`config.mk`:
```
export PLATFORM = sky130hd
export DESIGN_NAME = riscv_mc_control
export DESIGN_NICKNAME = d
export VERILOG_FILES = /design/src/rtl/riscv_mc_control.sv
export SDC_FILE = /design/constraint.sdc
export NUM_CORES = 1
export LEC_CHECK = 0
export CORE_ASPECT_RATIO = 0.9
export CORE_MARGIN = 4
export CORE_UTILIZATION = 34
export DETAILED_ROUTE_END_ITERATION = 8
export GPL_TIMING_DRIVEN = 0
export PLACE_DENSITY = 0.68
export SYNTH_ARGS = -nofsm -noshare
export SYNTH_HDL_FRONTEND = slang
export SYNTH_SLANG_ARGS = --single-unit
```
`constraint.sdc`:
```
create_clock -name clk -period 1.7 [get_ports clk]
set_input_delay 0.34 -clock clk [delete_from_list [all_inputs] [get_ports clk]]
set_output_delay 0.34 -clock clk [all_outputs]
set_load 0.02 [all_outputs]
```
`src/rtl/riscv_mc_control.sv`:
```
// riscv_mc_control: multicycle RISC-V control unit for the P2 core.
//
// One FSM plus ALU decode drives the shared-memory datapath (PC, IR, ALUOut,
// register file, memory address mux). Memory accesses wait on mem_ready.
// Multiply/divide instructions use a start/done handshake, and a watchdog
// guards that handshake. Anything undecodable lands in a sticky TRAP state.
//
// Build option: define RVM_EN to route R-type funct7=0000001 into the MDU
// state. Without it that encoding traps and mdu_start is held at 0.
//
// Ports
//   clk, rst            clock (rising edge), async active-low reset
//   en                  advance enable; low freezes state and all write strobes
//   opcode/funct3/funct7 instruction fields from IR
//   mem_ready           memory access completes this cycle
//   zero, lt, ltu       ALU compare flags
//   mdu_done            MDU result valid
//   IorD .. mdu_start   datapath strobes
//   PCSrc, ALUSrcA, ALUSrcB, MemToReg, ALUcontrol  datapath selects
//   Ins_type            immediate format (combinational from opcode/funct3)
//   illegal             sticky trap flag
//   state_dbg           current state encoding
//
// state   | meaning
// FETCH   | read IR from memory at PC, PC <= PC+4 on mem_ready
// DECODE  | ALUOut <= oldPC + imm (branch/JAL target), dispatch on opcode
// MEMADR  | ALUOut <= rs1 + imm
// MEMRD   | load data read, wait mem_ready
// MEMWB   | rd <= memory data
// MEMWR   | store write, held until mem_ready
// EXEC    | R/I-type ALU operation into ALUOut
// ALUWB   | rd <= ALUOut
// BRANCH  | compare rs1/rs2, PC <= ALUOut if taken
// JAL     | PC <= ALUOut, rd <= PC
// JALR    | PC <= (rs1 + imm) & ~1, rd <= PC
// UPPER   | LUI / AUIPC into ALUOut
// MDU     | multiply/divide handshake with watchdog
// TRAP    | illegal instruction, sets sticky flag

module riscv_mc_control #(
  parameter int ALUC_W         = 4,
  parameter int MDU_MAX_CYCLES = 34,
  parameter bit TRAP_HALT      = 1'b1
) (
  input  logic              clk,
  input  logic              rst,
  input  logic              en,
  input  logic [6:0]        opcode,
  input  logic [2:0]        funct3,
  input  logic [6:0]        funct7,
  input  logic              mem_ready,
  input  logic              zero,
  input  logic              lt,
  input  logic              ltu,
  input  logic              mdu_done,
  output logic              IorD,
  output logic              IRWrite,
  output logic              MemWrite,
  output logic              PCWrite,
  output logic              RegWrite,
  output logic              ALUOutEn,
  output logic              mdu_start,
  output logic [1:0]        PCSrc,
  output logic [1:0]        ALUSrcA,
  output logic [1:0]        ALUSrcB,
  output logic [1:0]        MemToReg,
  output logic [ALUC_W-1:0] ALUcontrol,
  output logic [2:0]        Ins_type,
  output logic              illegal,
  output logic [3:0]        state_dbg
);

`ifdef RVM_EN
  localparam bit MDU_ON = 1'b1;
`else
  localparam bit MDU_ON = 1'b0;
`endif

  typedef enum logic [3:0] {
    S_FETCH  = 4'd0,
    S_DECODE = 4'd1,
    S_MEMADR = 4'd2,
    S_MEMRD  = 4'd3,
    S_MEMWB  = 4'd4,
    S_MEMWR  = 4'd5,
    S_EXEC   = 4'd6,
    S_ALUWB  = 4'd7,
    S_BRANCH = 4'd8,
    S_JAL    = 4'd9,
    S_JALR   = 4'd10,
    S_UPPER  = 4'd11,
    S_MDU    = 4'd12,
    S_TRAP   = 4'd13
  } state_t;

  localparam logic [6:0] OP_LOAD  = 7'b0000011;
  localparam logic [6:0] OP_STORE = 7'b0100011;
  localparam logic [6:0] OP_REG   = 7'b0110011;
  localparam logic [6:0] OP_IMM   = 7'b0010011;
  localparam logic [6:0] OP_BR    = 7'b1100011;
  localparam logic [6:0] OP_JAL   = 7'b1101111;
  localparam logic [6:0] OP_JALR  = 7'b1100111;
  localparam logic [6:0] OP_LUI   = 7'b0110111;
  localparam logic [6:0] OP_AUIPC = 7'b0010111;

  localparam logic [3:0] ALU_ADD   = 4'd0;
  localparam logic [3:0] ALU_SUB   = 4'd1;
  localparam logic [3:0] ALU_AND   = 4'd2;
  localparam logic [3:0] ALU_OR    = 4'd3;
  localparam logic [3:0] ALU_XOR   = 4'd4;
  localparam logic [3:0] ALU_SLL   = 4'd5;
  localparam logic [3:0] ALU_SRL   = 4'd6;
  localparam logic [3:0] ALU_SRA   = 4'd7;
  localparam logic [3:0] ALU_SLT   = 4'd8;
  localparam logic [3:0] ALU_SLTU  = 4'd9;
  localparam logic [3:0] ALU_PASSB = 4'd10;

  // Last counter value before the watchdog fires: MDU_MAX_CYCLES cycles in MDU.
  localparam logic [7:0] MDU_LAST = 8'(MDU_MAX_CYCLES - 1);

  state_t     state_q, state_d;
  logic [7:0] mdu_cnt_q, mdu_cnt_d;
  logic       illegal_q, illegal_d;

  logic       iord, ir_wr, mem_wr, pc_wr, reg_wr, aluout_en, mdu_go;
  logic [1:0] pc_src, src_a, src_b, m2r;
  logic [3:0] alu_op, alu_dec;
  logic       act;

  // Strobes are gated by reset as well as en so nothing writes while rst is low.
  assign act = en & rst;

  // funct7[5] selects SUB only for register-register ops; SRA for both.
  always_comb begin
    alu_dec = ALU_ADD;
    case (funct3)
      3'b000:  alu_dec = (opcode == OP_REG && funct7[5]) ? ALU_SUB : ALU_ADD;
      3'b001:  alu_dec = ALU_SLL;
      3'b010:  alu_dec = ALU_SLT;
      3'b011:  alu_dec = ALU_SLTU;
      3'b100:  alu_dec = ALU_XOR;
      3'b101:  alu_dec = funct7[5] ? ALU_SRA : ALU_SRL;
      3'b110:  alu_dec = ALU_OR;
      default: alu_dec = ALU_AND;
    endcase
  end

  always_comb begin
    Ins_type = 3'b000;
    case (opcode)
      OP_IMM:          Ins_type = (funct3 == 3'b001 || funct3 == 3'b101) ? 3'b001 : 3'b000;
      OP_STORE:        Ins_type = 3'b010;
      OP_BR:           Ins_type = 3'b011;
      OP_JAL:          Ins_type = 3'b100;
      OP_LUI, OP_AUIPC: Ins_type = 3'b101;
      OP_REG:          Ins_type = 3'b111;
      default:         Ins_type = 3'b000;
    endcase
  end

  always_comb begin
    state_d   = state_q;
    mdu_cnt_d = mdu_cnt_q;
    iord      = 1'b0;
    ir_wr     = 1'b0;
    mem_wr    = 1'b0;
    pc_wr     = 1'b0;
    reg_wr    = 1'b0;
    aluout_en = 1'b0;
    mdu_go    = 1'b0;
    pc_src    = 2'b00;
    src_a     = 2'b00;
    src_b     = 2'b00;
    m2r       = 2'b00;
    alu_op    = ALU_ADD;

    case (state_q)
      S_FETCH: begin
        src_b = 2'b01;
        ir_wr = mem_ready;
        pc_wr = mem_ready;
        if (mem_ready) state_d = S_DECODE;
      end
      S_DECODE: begin
        src_a     = 2'b10;
        src_b     = 2'b10;
        aluout_en = 1'b1;
        case (opcode)
          OP_LOAD, OP_STORE: state_d = S_MEMADR;
          OP_REG:            state_d = (funct7 == 7'b0000001) ? (MDU_ON ? S_MDU : S_TRAP) : S_EXEC;
          OP_IMM:            state_d = S_EXEC;
          OP_BR:             state_d = S_BRANCH;
          OP_JAL:            state_d = S_JAL;
          OP_JALR:           state_d = S_JALR;
          OP_LUI, OP_AUIPC:  state_d = S_UPPER;
          default:           state_d = S_TRAP;
        endcase
      end
      S_MEMADR: begin
        src_a     = 2'b01;
        src_b     = 2'b10;
        aluout_en = 1'b1;
        state_d   = (opcode == OP_STORE) ? S_MEMWR : S_MEMRD;
      end
      S_MEMRD: begin
        iord = 1'b1;
        if (mem_ready) state_d = S_MEMWB;
      end
      S_MEMWB: begin
        reg_wr  = 1'b1;
        m2r     = 2'b01;
        state_d = S_FETCH;
      end
      S_MEMWR: begin
        iord   = 1'b1;
        mem_wr = 1'b1;
        if (mem_ready) state_d = S_FETCH;
      end
      S_EXEC: begin
        src_a     = 2'b01;
        src_b     = (opcode == OP_REG) ? 2'b00 : 2'b10;
        alu_op    = alu_dec;
        aluout_en = 1'b1;
        state_d   = S_ALUWB;
      end
      S_ALUWB: begin
        reg_wr  = 1'b1;
        m2r     = 2'b00;
        state_d = S_FETCH;
      end
      S_BRANCH: begin
        src_a   = 2'b01;
        src_b   = 2'b00;
        pc_src  = 2'b01;
        state_d = S_FETCH;
        case (funct3)
          3'b000:  begin alu_op = ALU_SUB;  pc_wr = zero; end
          3'b001:  begin alu_op = ALU_SUB;  pc_wr = ~zero; end
          3'b100:  begin alu_op = ALU_SLT;  pc_wr = lt; end
          3'b101:  begin alu_op = ALU_SLT;  pc_wr = ~lt; end
          3'b110:  begin alu_op = ALU_SLTU; pc_wr = ltu; end
          3'b111:  begin alu_op = ALU_SLTU; pc_wr = ~ltu; end
          default: state_d = S_TRAP;
        endcase
      end
      S_JAL: begin
        pc_wr   = 1'b1;
        pc_src  = 2'b01;
        reg_wr  = 1'b1;
        m2r     = 2'b10;
        state_d = S_FETCH;
      end
      S_JALR: begin
        src_a   = 2'b01;
        src_b   = 2'b10;
        pc_src  = 2'b10;
        pc_wr   = 1'b1;
        reg_wr  = 1'b1;
        m2r     = 2'b10;
        state_d = S_FETCH;
      end
      S_UPPER: begin
        src_b     = 2'b10;
        aluout_en = 1'b1;
        if (opcode == OP_LUI) begin
          src_a  = 2'b11;
          alu_op = ALU_PASSB;
        end else begin
          src_a  = 2'b10;
          alu_op = ALU_ADD;
        end
        state_d = S_ALUWB;
      end
      S_MDU: begin
        mdu_go    = (mdu_cnt_q == 8'd0);
        m2r       = 2'b11;
        mdu_cnt_d = mdu_cnt_q + 8'd1;
        // A result arriving on the watchdog's last cycle is still accepted.
        if (mdu_done) begin
          reg_wr    = 1'b1;
          mdu_cnt_d = 8'd0;
          state_d   = S_FETCH;
        end else if (mdu_cnt_q == MDU_LAST) begin
          mdu_cnt_d = 8'd0;
          state_d   = S_TRAP;
        end
      end
      S_TRAP: begin
        if (!TRAP_HALT) state_d = S_FETCH;
      end
      default: state_d = S_FETCH;
    endcase

    if (!en) begin
      state_d   = state_q;
      mdu_cnt_d = mdu_cnt_q;
    end
    illegal_d = illegal_q | (state_d == S_TRAP);
  end

  always_ff @(posedge clk or negedge rst) begin
    if (!rst) begin
      state_q   <= S_FETCH;
      mdu_cnt_q <= 8'd0;
      illegal_q <= 1'b0;
    end else begin
      state_q   <= state_d;
      mdu_cnt_q <= mdu_cnt_d;
      illegal_q <= illegal_d;
    end
  end

  assign IorD       = iord;
  assign IRWrite    = ir_wr & act;
  assign MemWrite   = mem_wr & act;
  assign PCWrite    = pc_wr & act;
  assign RegWrite   = reg_wr & act;
  assign ALUOutEn   = aluout_en & act;
  assign mdu_start  = MDU_ON & mdu_go & act;
  assign PCSrc      = pc_src;
  assign ALUSrcA    = src_a;
  assign ALUSrcB    = src_b;
  assign MemToReg   = m2r;
  assign ALUcontrol = ALUC_W'(alu_op);
  assign illegal    = illegal_q;
  assign state_dbg  = state_q;

endmodule

```
==> results of run 1 <==
[worst register-to-register path, cell delays in order (launching register included)]
cell and delay (ns):
dfrtp_2 0.41, buf_6 0.13, buf_8 0.13, buf_4 0.14
buf_4 0.14, mux2_2 0.27, a22oi_1 0.20, nand2_1 0.15
buf_4 0.17, nor2_2 0.14, o22ai_2 0.10
[area by class of cell]
cell class                 instances  share of cell area [%]
buffer                            14                    5.13
clock buffer                       4                    1.55
inverter                           9                    1.55
multi-input combinational        176                    51.3
sequential                        13                    11.4
tap                               62                    2.67
timing repair buffer              87                    26.4
[where the power goes]
part / internal [uW] / switching [uW] / total [uW]
sequential: 362 / 67.9 / 430
clock: 166 / 109 / 275
combinational: 1230 / 1360 / 2590
[through the flow]
step,area (sq um),power [uW]
after floorplan,1740,1560
after global placement,2280,2100
after detailed placement,2280,2120
after CTS,2660,2770
after global routing,2900,3450
final,2900,3290
[worst max-delay path by stage]
stage,depth (start not counted),from,to
after floorplan,5,state_dbg[1],IRWrite
after global placement,6,opcode[3],ALUcontrol[1]
after detailed placement,6,opcode[3],ALUcontrol[1]
after CTS,6,state_dbg[0],ALUcontrol[1]
after global routing,9,mdu_cnt_q[1],mdu_cnt_q[4]
final,10,state_dbg[1],state_dbg[0]
[sequential cells by signal, summed over array words and instances (netlist names)]
register and count:
illegal 1, state_dbg 4, mdu_cnt_q 8
[synth_stat cells (2+ instances only)]
library cell	n
nand3b_1	3
or4b_1	2
a32oi_1	2
a22oi_1	2
clkbuf_1	7
and4_1	2
a211oi_1	4
o21ai_0	20
dfrtp_1	13
nand2b_1	7
and3_1	2
nand3_1	7
nand2_1	22
xnor2_1	5
a21oi_1	10
nor3_1	12
o31ai_2	2
mux2i_1	2
buf_1	2
o31ai_1	3
nand4_1	2
inv_1	8
and3b_1	2
xor2_1	3
nor2_1	19
buf_2	5
nor3b_2	2
nor2b_1	9
ha_1	2
or3_1	2
o22ai_1	2
[logic make-up (layout without fill, tap and decap cells)]
family,Yosys count,count (layout),synth area share [%]
flops,13,13,20.9
compound gates,60,60,26.9
mux,3,3,2.01
fa+ha+maj,2,2,1.60
buf+inv,24,114,6.42
simple gates,102,102,37.5
other cells,1,1,0.241
xor+xnor,8,8,4.49
[layout by cell type, fill, tap and decap left out, types with 3 or more instances in the layout]
cell type / synthesis / routed
xnor2_1: 5 / 5
inv_1: 8 / 6
nor2_2: 1 / 7
xor2_1: 3 / 3
nor2_1: 19 / 11
nand3b_1: 3 / 3
buf_6: 0 / 24
nand2_2: 0 / 4
nand3_1: 7 / 6
buf_4: 1 / 40
a211oi_1: 4 / 3
dlygate4sd2_1: 0 / 6
o21ai_0: 20 / 11
dfrtp_2: 0 / 4
nor3_4: 0 / 4
clkbuf_8: 0 / 5
o21ai_1: 0 / 6
clkbuf_2: 0 / 3
clkdlybuf4s50_1: 0 / 5
nor2b_1: 9 / 5
a21oi_2: 0 / 3
a21oi_1: 10 / 7
nand2_4: 0 / 3
nor2b_4: 0 / 4
nand2b_4: 0 / 3
o31ai_2: 2 / 3
nand2_1: 22 / 15
dfrtp_1: 13 / 9
nand2b_1: 7 / 4
nor3_1: 12 / 6
buf_2: 5 / 11
[metal layers]
layer | track usage [%] | vias to the layer above | share of wire [%]
met5 | 0 | - | 0
met4 | 1.91 | 0 | 1.7
met3 | 2.61 | 16 | 6.4
met2 | 33.8 | 107 | 49
met1 | 28.7 | 954 | 43
li1 | - | 966 | -
[what timing repair did]
| action | CTS | global route |
|---|---|---|
| pin swaps | 30 | 18 |
| cloned | 1 | 0 |
| setup endpoints to repair | 35 | 35 |
| setup buffers | 25 | 16 |
| gates resized for setup | 200 | 52 |
| hold buffers | 0 | 0 |
==> reports/qor.yml, run 1 <==
status: "finished with violations"
violations: "hold timing, setup timing"
crit_arrival_ns: 2.21
ff2ff_path_depth: 10
fillers: 363
io_pins: 52
htreeDepth: 1
drtAntennaViolNets: 0
route.detailed.drc: 0
area_delta_synth_final_pct: 86.2
whs_ns: -0.000902
drt_iter0_markers: 212
grt_util_all_layers_pct: 20.1
ir_drop_v: 0.000539
rsz0062_at_grt: "true"
synth.top_cell.area_share_pct: 20.9
setup_slack_ns: -0.389
die_h_um: 72.2
crit_buf_inv: 5
port_buffers: 46
synthArstFlopShare_pct: 100
viasPerCell: 5.60
grt_overflow: 0
synth_fp_nets: 240
seq_area_frac_synth_pct: 20.9
wire_per_inst_um: 17.8
regToRegStartpoint: "state_dbg[1]"
grt_pass1_vias: 1821
cp.required_ns: 1.82
max_stage_delay_ns: 0.41
synth_seq_cells: 13
finClkSkew_ns: 0.00103
clkTransAtPathRegs_ns: 0.05
hold_path_class: "input pin to async pin"
drive_above_1_share_pct: 54.5
drv_slew: 0
crit_chain: "buf_6 > buf_8 > buf_4 > buf_4 > mux2_2 > a22oi_1 > nand2_1 > buf_4 > nor2_2 > o22ai_2"
clock_path_buffers: 2
gp_congestion: 0.880
start_kind: "flop"
worst-r2r-setup-slack_ns: -0.39
hold_viol: 3
post-place-ws_ns: -1.22
timing.final.crit_period_ns: 2.09
p_leak_uw: 0.00125
slew_headroom_pct: 63.2
netlist_top_cells_area: "dfrtp_1, o21ai_0, nand2_1"
setup_viol: 29
n_antenna_cell: 0
coreArea_sq_um: 4430
dpl.hpwl_mm: 3.75
cts_tree: "yes"
dieArea_sq_um: 5730
worst-path-max-fanout: 6
netlist_instances: 213
grt_pass1_wl_mm: 9.29
multi_input_area_sq_um: 1490
slowest_stage: "dfrtp_2"
fin_nets: 331
max_freq_mhz: 479
max_cap_violations: 0
vias: 2043
yosysWarnings: 0
synth_cell_types: 59
timing.rr.end: "state_dbg[0]"
syn_area_per_cell_sq_um: 7.32
netlist_area_sq_um: 1560
antenna_found_initial: 0
regArea_sq_um: 330
worst_pin_slew_ns: 0.548
dp.cells: 321
start_util_pct: 35.2
clock_latency_ns: 0.24
dr.pass1.iters: 4
fin_setup_tns_ns: -7.24
final_cells: 365
clock-sinks: 13
num_rows: 23
power_density_nw_per_um2: 1140
drt_wl_total_mm: 6.49
cts_buffers: 3
crit_type: "flop to flop"
yosysTopAreaCell: "dfrtp_1"
cts_root_buf: "clkbuf_8"
endpoint_kind: "flop"
crit_family: "buffers and inverters"
cpMostUsedCell: "buf_4"
utilization_pct: 65.5
die_w_um: 79.4
ys.flop_type: "dfrtp_1"
grt_max_degree: 16
post-route-period-util_pct: 123
synth-edff-count: 0
Power figures use the tool's default switching activity.
==> run 2: changes to the inputs <==
--- a/config.mk
+++ b/config.mk
@@ -5,12 +5,13 @@
 export SDC_FILE = /design/constraint.sdc
 export NUM_CORES = 1
 export LEC_CHECK = 0
+export ABC_AREA = 1
 export CORE_ASPECT_RATIO = 0.9
 export CORE_MARGIN = 4
 export CORE_UTILIZATION = 34
 export DETAILED_ROUTE_END_ITERATION = 8
 export GPL_TIMING_DRIVEN = 0
-export PLACE_DENSITY = 0.68
+export PLACE_DENSITY = 0.69
 export SYNTH_ARGS = -nofsm -noshare
 export SYNTH_HDL_FRONTEND = slang
 export SYNTH_SLANG_ARGS = --single-unit
==> run 2 against run 1 <==
  * The run ends with setup timing left
  * Final area is 13% lower
  * Critical path depth is 4 lower
  * Flip-flop and latch count stayed put
  * First-iteration DRC count is 29% lower
==> reports/qor.yml, run 2 <==
power_frac_clock_pct: 9.6  # +1.3 points
synthArstFlopShare_pct: 100  # unchanged
setup_viol: 18  # -38%
synth_fp_nets: 281  # +17%
slowest_stage: "dfrtp_2"
grt_pass1_vias: 1761  # -3.3%
hold_path_class: "input pin to async pin"
layout.cells.most_common_list: "nand2_1, buf_4, inv_1"
netlist_instances: 254  # +19%
netlist_area_sq_um: 1410  # -9.5%
hold_viol: 0  # -3
internal_power_uw: 1480  # -16%
gp_congestion: 0.826  # -6.1%
p_comb_share_pct: 71.4  # -7.2 points
cts_root_buf: "clkbuf_8"
p_sw_share_pct: 49.2  # +2.6 points
area_delta_synth_final_pct: 79.5
cts_buffers: 3  # unchanged
crit_arrival_ns: 1.68  # -0.53 ns
final_cells: 390  # +6.8%
worst-path-max-fanout: 6  # unchanged
yosysTopAreaCell: "dfrtp_1"
port_buffers: 49  # +6.5%
num_rows: 21  # -8.7%
endpoint_kind: "output port"
p_leak_uw: 0.00138  # +10%
route.detailed.drc: 0  # unchanged
final_cell_area_sq_um: 2530  # -13%
ys.flop_type: "dfrtp_1"
netlist_top_cells_area: "dfrtp_1, nand2_1, inv_1"
yosysMostFrequentCell: "nand2_1"
synth_cell_types: 30  # -49%
grt_max_degree: 15  # -1
clock_latency_ns: 0.25  # about the same
finClkSkew_ns: 0.00459  # +0.00356 ns
fin_nets: 372  # +12%
max_cap_violations: 0  # unchanged
setup_slack_ns: -0.317  # +0.0722 ns
dp.cells: 349  # +8.7%
ff2ff_path_depth: 14  # +4
start_util_pct: 36.5  # +1.4 points
die_w_um: 75.9  # -4.4%
crit_buf_inv: 3  # -2
drtAntennaViolNets: 0  # unchanged
clock-sinks: 13  # unchanged
drv_slew: 0  # unchanged
io_pins: 52  # unchanged
cpMostUsedCell: "buf_6"
max_freq_mhz: 496  # +3.6%
n_antenna_cell: 0  # unchanged
cp.required_ns: 1.36  # -0.46 ns
crit_family: "flip-flops"
cts_tree: "yes"
timing.rr.end: "illegal"
start_kind: "flop"
die_h_um: 69.1  # -4.3%
vias: 2018  # -1.2%
coreArea_sq_um: 3860  # -13%
post-route-period-util_pct: 119  # -4.2 points
largest_reg_flops: 8  # unchanged
synth.top_cell.area_share_pct: 23.0  # +2.2 points
drive_above_1_share_pct: 41.0  # -13 points
p_switching_uw: 1430  # -7.0%
crit_type: "flop to output port"
clock_path_buffers: 2  # unchanged
rsz0062_at_grt: "true"
post-place-ws_ns: -1.02  # +0.198 ns
power_density_nw_per_um2: 1150  # +0.99%
grt_overflow: 0  # unchanged
timing.final.crit_period_ns: 2.02  # -0.0722 ns
dieArea_sq_um: 5250  # -8.5%
antenna_found_initial: 0  # unchanged
wire_per_inst_um: 14.1  # -21%
synth_seq_cells: 13  # unchanged
htreeDepth: 1  # unchanged
worst-r2r-setup-slack_ns: -0.12  # +0.27 ns
place_area_sq_um: 1980  # -13%
dr.pass1.iters: 5  # +1
synth-edff-count: 0  # unchanged
final_common_cell: "nand2_1"
largest_register: "mdu_cnt_q"
crit_chain: "buf_6 > nor2_4 > nand2_4 > buf_6 > o221ai_1 > buf_4"
drt_iter0_markers: 150  # -29%
drt_wl_total_mm: 5.50  # -15%
ir_drop_v: 0.000385  # -29%
synthTopCellsByCount: "nand2_1, inv_1, nor2_1, nand3_1, dfrtp_1"
clkTransAtPathRegs_ns: 0.06  # about the same
dpl.hpwl_mm: 3.25  # -13%
grt_util_all_layers_pct: 17.6  # -2.5 points
viasPerCell: 5.17  # -7.6%
max_stage_delay_ns: 0.49  # +0.08 ns
syn_area_per_cell_sq_um: 5.56  # -24%
yosysWarnings: 0  # unchanged
p_seq_share_pct: 19.0  # +5.9 points
finalPower_uw: 2900  # -12%
seq_area_frac_synth_pct: 23.0  # +2.2 points
status: "finished with violations"
grt_pass1_wl_mm: 8.01  # -14%
regToRegStartpoint: "state_dbg[3]"
violations: "setup timing"
run 2: cell count changes after synthesis, sizes merged, moves of 7 or more:
cell,change
nor2b,-9
o21ai,-10
nand2,+51
clkbuf,-7
inv,+42
nand2b,-7
nand3,+14
nor2,+28
run 2: kinds of logic after synthesis:
group,after synthesis,share of synthesized area (%)
buffers and inverters,53,14.5
AOI/OAI and AO/OA,33,13.6
and+or+nand+nor,152,46.9
adders and majority gates,2,1.77
other,1,0.266
DFF,13,23.0
run 2: layout make-up:
cell class	instances	area (sq um)
fillers	323	1330
clock inverters	1	5.00
flip-flops and latches	13	330
inverters	51	201
plain buffers	2	12.5
clock buffers	3	41.3
multi-input cells	188	1120
well taps	46	57.6
repair buffers	86	761
run 2: worst register-to-register path: stages (launching register included):
cell     delay (ns)
dfrtp_2        0.44
inv_1          0.14
nor2_4         0.08
buf_4          0.15
buf_6          0.10
nand3_1        0.07
nand2_1        0.10
inv_1          0.08
nand3_1        0.11
nor2_2         0.12
nand2_1        0.06
nand2_1        0.06
nand2_2        0.05
nand3_1        0.08
nand2_1        0.05
run 2: worst max path at each step:
stage               depth (start not counted)          from             to
CTS                                         5  state_dbg[2]     ALUSrcA[0]
global placement                            6           rst       ALUOutEn
floorplan                                   6  state_dbg[1]  ALUcontrol[0]
finish                                      6  state_dbg[0]  ALUcontrol[3]
global route                                6  state_dbg[0]  ALUcontrol[3]
detailed placement                          6           rst       ALUOutEn
run 2: metal layers:
metal	GRT usage, %	part of all wire (%)	vias up	routed length [um]
met5	0	0	-	0
met4	2.37	3.2	0	175
met3	3.65	6.5	28	358
met2	28.7	47	103	2580
met1	24.4	43	910	2390
li1	-	-	977	-
run 2: what timing repair did:
action	in CTS	in global routing
pin swaps	23	21
resized for setup	172	58
setup endpoints to repair	25	28
hold buffers	0	0
setup buffers	21	16
gates cloned	0	0
run 2: power by group through the flow:
stage	combinational, uW	sequential, uW	clock, uW
4_1_cts	1690	519	288
6_report	2070	552	280
2_1_floorplan	793	524	0
3_5_place_dp	1350	512	0
5_1_grt	2210	555	306
3_3_place_gp	1350	508	0
run 2: per-stage QoR:
stage	util (%)	setup TNS, ns	hold WS (ns)
2_1_floorplan	-	0	0.0444
3_3_place_gp	51.2	-13.59	0.457
3_5_place_dp	51.2	-13.68	0.449
4_1_cts	58.4	-1.30	0.0892
5_1_grt	65.6	-4.41	0.104
6_report	65.6	-2.77	0.0815
==> run 3: changes to the inputs <==
--- a/config.mk
+++ b/config.mk
@@ -6,7 +6,6 @@
 export NUM_CORES = 1
 export LEC_CHECK = 0
 export ABC_AREA = 1
-export CORE_ASPECT_RATIO = 0.9
 export CORE_MARGIN = 4
 export CORE_UTILIZATION = 34
 export DETAILED_ROUTE_END_ITERATION = 8
==> run 3 against run 2 <==
  * Worst hold slack better by 0.0055 ns
  * The run still ends with setup timing left
  * Global-route usage is 0.71 points lower
  * Final cell count decreased by 1.8%
  * Register-to-register slack improved by 0.09 ns
  * Via count down 7.2%
  * Routed wire length fell by 10%
  * Total power shrank 6.9%
  * Clock power barely moved
  * Fmax is 6.5% higher
  * Worst setup slack better by 0.12 ns
  * Final area is 4.7% lower
  * Sequential share of layout area is 0.64 points higher
==> reports/qor.yml, run 3 (same netlist as run 2, synthesis figures left out) <==
status: "finished with violations"
violations: "setup timing"
grt_pass1_vias: 1727  # -1.9%
n_antenna_cell: 0  # unchanged
grt_overflow: 0  # unchanged
drtAntennaViolNets: 0  # unchanged
setup_slack_ns: -0.194  # +0.123 ns
rsz0062_at_grt: "true"
grt_util_all_layers_pct: 16.9  # -0.71 points
fin_nets: 361  # -3.0%
drt_iter0_markers: 107  # -29%
die_h_um: 72.4  # +4.8%
cts_tree: "yes"
final_common_cell: "nand2_1"
drt_wl_total_mm: 4.93  # -10%
route.detailed.drc: 0  # unchanged
grt_pass1_wl_mm: 7.34  # -8.4%
crit_type: "flop to output port"
holdBufCountCts: 0  # unchanged
fin_setup_tns_ns: -1.33  # +1.45 ns
gp_congestion: 0.862  # +4.3%
clkTransAtPathRegs_ns: 0.06  # about the same
power_density_nw_per_um2: 1120  # -2.3%
place_area_sq_um: 1980  # +0.25%
die_w_um: 72.4  # -4.6%
dieArea_sq_um: 5250  # about the same
clock-sinks: 13  # unchanged
largest_register: "mdu_cnt_q"
drv_slew: 0  # unchanged
area_delta_synth_final_pct: 71.1
max_cap_violations: 0  # unchanged
antenna_found_initial: 0  # unchanged
cp.required_ns: 1.36  # about the same
cts_buffers: 3  # unchanged
largest_reg_flops: 8  # unchanged
p_leak_uw: 0.00130  # -6.0%
crit_arrival_ns: 1.55  # -0.13 ns
coreArea_sq_um: 4000  # +3.6%
io_pins: 52  # unchanged
num_rows: 23  # +9.5%
worst-path-max-fanout: 5  # -1
vias: 1872  # -7.2%
start_kind: "flop"
drive_above_1_share_pct: 39.6  # -1.3 points
endpoint_kind: "output port"
final_cell_area_sq_um: 2410  # -4.7%
setup_viol: 12  # -6
layout.cells.most_common_list: "nand2_1, inv_1, buf_4"
viasPerCell: 4.89  # -5.5%
dr.pass1.iters: 4  # -1
grt_max_degree: 15  # unchanged
post-route-period-util_pct: 111  # -7.3 points
clock_latency_ns: 0.24  # about the same
hold_viol: 0  # unchanged
hold_path_class: "input pin to async pin"
htreeDepth: 1  # unchanged
clock_path_buffers: 2  # unchanged
timing.final.crit_period_ns: 1.89  # -0.123 ns
ir_drop_v: 0.000661  # +72%
max_freq_mhz: 528  # +6.5%
dpl.hpwl_mm: 3.41  # +4.9%
finClkSkew_ns: 0.00466  # +0.0000692 ns
port_buffers: 49  # unchanged
wire_per_inst_um: 12.9  # -8.8%
cts_root_buf: "clkbuf_8"
start_util_pct: 35.3  # -1.3 points
-- run 3: cell count changes in the layout (fill, tap and decap cells not counted), sizes merged --
cell	before	now
buf	58	48
clkbuf	6	5
clkdlybuf4s15	3	2
clkdlybuf4s50	10	11
dlygate4sd2	13	14
dlymetal6s2s	1	0
-- run 3: area by class of cell --
| class | instances | area, sq um |
|---|---|---|
| Buffer | 2 | 12.5 |
| Clock buffer | 3 | 41.3 |
| Clock inverter | 1 | 5.00 |
| Fill cell | 375 | 1590 |
| Inverter | 51 | 204 |
| Multi-Input combinational cell | 188 | 1120 |
| Sequential cell | 13 | 330 |
| Tap cell | 50 | 62.6 |
| Timing Repair Buffer | 75 | 643 |
-- run 3: through the flow --
stage | std cells | hold slack [ns] | utilization [%] | setup WS (ns) | total power [uW]
floorplan | 254 | 0.0444 | - | 0.0221 | 1320
global placement | 353 | 0.451 | 49.5 | -1.06 | 1870
detailed placement | 353 | 0.459 | 49.5 | -1.05 | 1880
CTS | 373 | 0.0951 | 54.6 | -0.151 | 2430
global route | 383 | 0.107 | 60.4 | -0.238 | 2890
finish | 383 | 0.0871 | 60.4 | -0.194 | 2700
-- run 3: layer usage --
metal / track usage, % / up-vias / wire, um
met5: 0 / - / 0
met4: 1.64 / 0 / 31
met3: 3.05 / 4 / 299
met2: 30.3 / 68 / 2510
met1: 21.8 / 846 / 2080
li1: - / 954 / -
-- run 3: power by group --
group          switching (uW)  internal [uW]  total, uW
Clock                     116            162        278
Sequential                155            398        553
Combinational            1060            815       1870
-- run 3: final timing paths --
path                            slack, ns          from  cells after the start      endpoint
max in group asynchronous            1.33           rst                      1  state_dbg[0]
min in group clk                     0.47            en                      3  state_dbg[1]
worst max-delay path                -0.19  state_dbg[0]                      8    ALUSrcB[1]
worst min-delay path                 0.09           rst                      1  mdu_cnt_q[1]
worst min register to register       0.47       illegal                      2       illegal
worst max register to register      -0.03  state_dbg[0]                     12  mdu_cnt_q[6]
-- run 3: timing repair --
action / 4_1_cts / 5_1_grt
pin swaps: 22 / 19
resized for setup: 164 / 56
cloned: 0 / 0
setup buffers: 16 / 10
endpoints found under the setup margin: 25 / 25
-- run 3: critical path, cell delays in order, from the launching register on --
cell and delay, ns:
dfrtp_2 0.49, inv_4 0.12, nor2_4 0.05, inv_2 0.07, nor2_4 0.04, inv_2 0.06
nand2_2 0.06, a221o_1 0.27, buf_6 0.14
==> RTL change 1: new RTL, settings of run 3 <==
Set the parameter `TRAP_HALT` to 1'b0 (it was 1'b1).
--- a/src/rtl/riscv_mc_control.sv
+++ b/src/rtl/riscv_mc_control.sv
@@ -41,5 +41,5 @@
   parameter int ALUC_W         = 4,
   parameter int MDU_MAX_CYCLES = 34,
-  parameter bit TRAP_HALT      = 1'b1
+  parameter bit TRAP_HALT      = 1'b0
 ) (
   input  logic              clk,
Formal check against the unedited RTL: not equivalent (Yosys sat finds a counterexample within 4 cycles, from zero or initial values and one cycle with rst low).
==> RTL change 1 against run 3 <==
The flow still finishes with violations (negative setup slack); cell area is 6.8% higher; setup slack improved by 0.0037 ns; non-clock buffer count is 13 higher; cell count grew 2.9%; synthesized area increased by 1.9%; register-to-register slack improved by 0.02 ns; synthesized cell count shrank 0.79%; sequential share of layout area fell by 0.87 points; wire length increased by 9.2%; sequential cell count unchanged; total power rose by 17%; highest routed layer unchanged.
==> RTL change 1: results (changes against run 3) <==
outcome=finished, violations left; failing checks=negative setup slack; placed inst area=2010 µm² (+1.7%); Synthesis Warnings=0 (unchanged); Finish-stage setup viols=12 (unchanged); Syn Area/Cell=5.70 µm² (+2.7%); pin count of the biggest net entering global routing=15 (unchanged); metal2 WL=2.67 mm (+6.4%); CTS Root Buffer Type=clkbuf_8; WL per Instance=13.6 µm (+6.1%); antenna violations before repair=0 (unchanged); sequential element share of the synthesized area=22.6% (-0.42 points); Critical Path Sink=ALUOutEn; hold crit path type=in -> async; max reg flops=8 (unchanged); Final nets=372 (+3.0%); R2R depth=14 (+2); dominant synthesized flop cell=dfrtp_1; Reg with most FFs=mdu_cnt_q; GPL Wtd Cong=0.935 (+8.5%); Area contributors post-synth=dfrtp_1, nand2_1, inv_1, nor2_1, nand3_1; Buffers on Ports=49 (unchanged); Syn Nets=279 (-0.71%); Clock transition at path regs=0.05 ns; Max VDD drop=0.886 mV (+34%); CTS buffer count=3 (unchanged); R2R Path End=illegal; M1 WL=2.31 mm (+11%); gr usage total=19.1% (+2.2 points); via/cell ratio=5.03 (+2.9%); max layer used=met4; first-pass GRT wire length=8.18 mm (+11%); Post-synth ARST share=100% (unchanged); clk buf depth=2 (unchanged); setup TNS=-1.06 ns (+0.265 ns); vias after detailed routing=1982 (+5.9%); skew final=0.00487 ns (+0.000208 ns); post-synth cell types=28 (-6.7%); 1st-iter DRT viols=155 (+45%); # diodes=0 (unchanged); Crit. Startpoint=state_dbg[2]; Worst Path Arrival=1.55 ns (about the same); number of global-route vias before repair=1813 (+5.0%); layout cells sized above 1=43.3% (+3.7 points); hpwl dp=3.42 mm (+0.34%); met3 WL=285 µm (-4.7%); Commonest cells post-synth=nand2_1, inv_1, nor2_1, nand3_1, dfrtp_1; dpl cells=351 (-0.57%); clk_lat worst skew=0.24 ns (about the same); r2r setup slk=-0.01 ns (+0.02 ns); H-tree Lvls=1 (unchanged); static leakage power=1.39 nW (+6.7%); worst-path maximum fanout=4 (-1); worst setup margin=-0.190 ns (+0.00373 ns); TritonRoute pass-1 iters=4 (unchanged)
[RTL change 1: worst min path at each step]
stage               startpoint      endpoint  slack (ns)  cells past startpoint
global route               rst  mdu_cnt_q[7]        0.11                      1
CTS                        rst  mdu_cnt_q[6]        0.10                      1
detailed placement     illegal       illegal        0.45                      2
floorplan                  rst       illegal        0.04                      0
finish                     rst  mdu_cnt_q[6]        0.09                      1
global placement       illegal       illegal        0.46                      2
[RTL change 1: critical path, cell delays in order (launching register included)]
cell     delay [ns]
dfrtp_2        0.45
buf_6          0.13
nor2_4         0.12
inv_2          0.08
nor2_4         0.12
nor2_4         0.05
nand2_1        0.06
nand2_1        0.06
inv_1          0.10
buf_6          0.13
[RTL change 1: cell families (layout without fill, tap and decap cells)]
| logic type | count (synthesis) | after routing | share of synthesized area, % |
|---|---|---|---|
| compound gates | 34 | 34 | 14.4 |
| fa+ha+maj | 2 | 2 | 1.74 |
| buf+inv | 50 | 142 | 13.3 |
| flops | 13 | 13 | 22.6 |
| other cells | 1 | 1 | 0.261 |
| simple gates | 152 | 152 | 47.7 |
[RTL change 1: metrics by stage]
stage	worst slack, ns	utilization (%)
floorplan	0.00525	-
global placement	-1.11	49.6
detailed placement	-1.08	49.6
CTS	-0.179	58.7
global route	-0.289	63.6
finish	-0.190	63.6
[RTL change 1: where the power goes]
part,internal (mW),switching [mW]
Sequential,0.423,0.153
Clock,0.165,0.107
Combinational,1.01,1.31
Total,1.60,1.57
[RTL change 1: routing by layer]
layer / track usage (%) / vias up
li1: - / 981
met1: 25.6 / 906
met2: 31.4 / 83
met3: 3.17 / 12
met4: 5.12 / 0
met5: 0 / -
[RTL change 1: timing repair]
item | CTS | global route
endpoints found under the hold margin | 0 | 0
setup endpoints to repair | 25 | 22
buffers inserted | 29 | 10
pin swaps | 16 | 20
resized for setup | 164 | 61
[RTL change 1: layout make-up]
cell class / count / area, µm²
timing repair buffer: 88 / 756
inverter: 48 / 190
clock buffer: 4 / 45.0
tap: 50 / 62.6
multi-input combinational: 189 / 1180
fill: 354 / 1480
sequential: 13 / 330
buffer: 2 / 12.5
==> RTL change 2: new RTL, settings of run 3 <==
Made on the original files. Make the reset (`rst`) synchronous in one clocked block. Comments in the files are not updated.
--- a/src/rtl/riscv_mc_control.sv
+++ b/src/rtl/riscv_mc_control.sv
@@ -299,5 +299,5 @@
   end
 
-  always_ff @(posedge clk or negedge rst) begin
+  always_ff @(posedge clk) begin
     if (!rst) begin
       state_q   <= S_FETCH;
Function: differs if rst is asserted again (counterexample within 4 cycles, from zero or initial values and one cycle with rst low); with rst held inactive, the same outputs for 10 cycles.
==> RTL change 2 against run 3 <==
Synthesized area fell by 2.2%; utilization rose by 4.7 points; cell area increased by 2.3%; die area shrank 2.0%; sequential cell count stayed put; setup slack improved by 0.047 ns; the flow still finishes with violations (negative setup slack); wire length is 4.1% higher.
Power is not compared: it rests on default switching activity, and its combinational part moved more than twofold at a synthesized area within 25%.
==> RTL change 2: results (changes against run 3) <==
Buffers on Ports=50 (+2.0%); Hold Path Stages=2; Area contributors post-synth=dfxtp_1, nand2_1, inv_1, nor2_1, a21oi_1; placed inst area=1950 µm² (-1.5%); Commonest cells post-synth=nand2_1, inv_1, nor2_1, a21oi_1; setup TNS=-0.694 ns (+0.634 ns); gr usage total=17.8% (+0.89 points); sequential element share of the synthesized area=18.9% (-4.2 points); Finish-stage setup viols=9 (-3); Synth Area in XOR/XNOR=0.635% (+0.63 points); layout cells sized above 1=43.9% (+4.3 points); kind of cell adding the most delay to the critical path=compound AO/OA/AOI/OAI gates; pin count of the biggest net entering global routing=10 (-5); WL per Instance=13.3 µm (+3.6%); first-pass GRT wire length=7.60 mm (+3.6%); Post-synth ARST share=0% (-100 points); vias after detailed routing=1925 (+2.8%); Slowest cell on crit path=o31ai_2; skew final=0.00512 ns (+0.000455 ns); 1st-iter DRT viols=103 (-3.7%); clk buf depth=2 (unchanged); R2R depth=8 (-4); hold crit path type=reg -> reg; compound-gate portion of the synthesized area=16.2% (+2.7 points); worst setup margin=-0.147 ns (+0.0465 ns); outcome=finished, violations left; R2R Path End=mdu_cnt_q[7]; r2r setup slk=0.08 ns (+0.11 ns); worst-path maximum fanout=4 (-1); adder-cell share of the synthesized area=1.81% (+0.040 points); failing checks=negative setup slack; slowest cell delay on critical path=0.25 ns (-0.24 ns)
-- RTL change 2: layout make-up --
cell class	count	area [µm²]
plain buffers	1	7.51
clock buffers	3	41.3
clock inverters	1	5.00
fillers	352	1330
inverters	49	199
multi-input cells	191	1230
flip-flops and latches	13	275
well taps	48	60.1
repair buffers	79	654
-- RTL change 2: routing by layer --
layer  track usage (%)  share of wire, %
met5                 0                 0
met4              2.92               1.1
met3              2.52               4.3
met2              29.3                50
met1              24.9                45
-- RTL change 2: cells by family after synthesis --
logic type,after synthesis
adders and majority gates,2
buffers and inverters,50
other,1
and+or+nand+nor,150
DFF,13
xor gates and xnor gates,1
AOI/OAI and AO/OA,37
-- RTL change 2: worst max path at each step --
| stage | startpoint | end | slack [ns] | cells past startpoint |
|---|---|---|---|---|
| after floorplan | state_dbg[0] | ALUSrcB[1] | -0.10 | 4 |
| after global placement | funct3[2] | PCWrite | -1.05 | 8 |
| after detailed placement | opcode[4] | ALUcontrol[0] | -1.05 | 10 |
| after CTS | opcode[4] | ALUcontrol[0] | -0.14 | 10 |
| after global routing | funct3[1] | ALUcontrol[0] | -0.24 | 9 |
| final | funct3[1] | ALUcontrol[0] | -0.15 | 9 |
-- RTL change 2: power by group --
part	switching, mW	internal [mW]
sequential	0.0130	0.307
combinational	0.232	0.185
clock	0.123	0.162
total	0.369	0.655
-- RTL change 2: metrics by stage --
| step | std cells | hold slack, ns | setup slack, ns |
|---|---|---|---|
| detailed placement | 352 | 0.454 | -1.05 |
| finish | 385 | 0.460 | -0.147 |
| global route | 385 | 0.485 | -0.236 |
| CTS | 375 | 0.461 | -0.145 |
| floorplan | 254 | 0.478 | -0.103 |
| global placement | 352 | 0.456 | -1.05 |
-- RTL change 2: worst register-to-register path: stages, from the launching register on --
cell	delay (ns)
dfxtp_4	0.38
nor2_4	0.16
buf_6	0.14
nand2_4	0.08
nor2_4	0.20
inv_2	0.12
nor4_4	0.23
xnor2_1	0.14
nor2_1	0.05
-- RTL change 2: repair_timing --
| action | 4_1_cts | 5_1_grt |
|---|---|---|
| setup buffers | 20 | 11 |
| endpoints found under the setup margin | 27 | 21 |
| gates resized for setup | 186 | 75 |
| pin swaps | 24 | 35 |
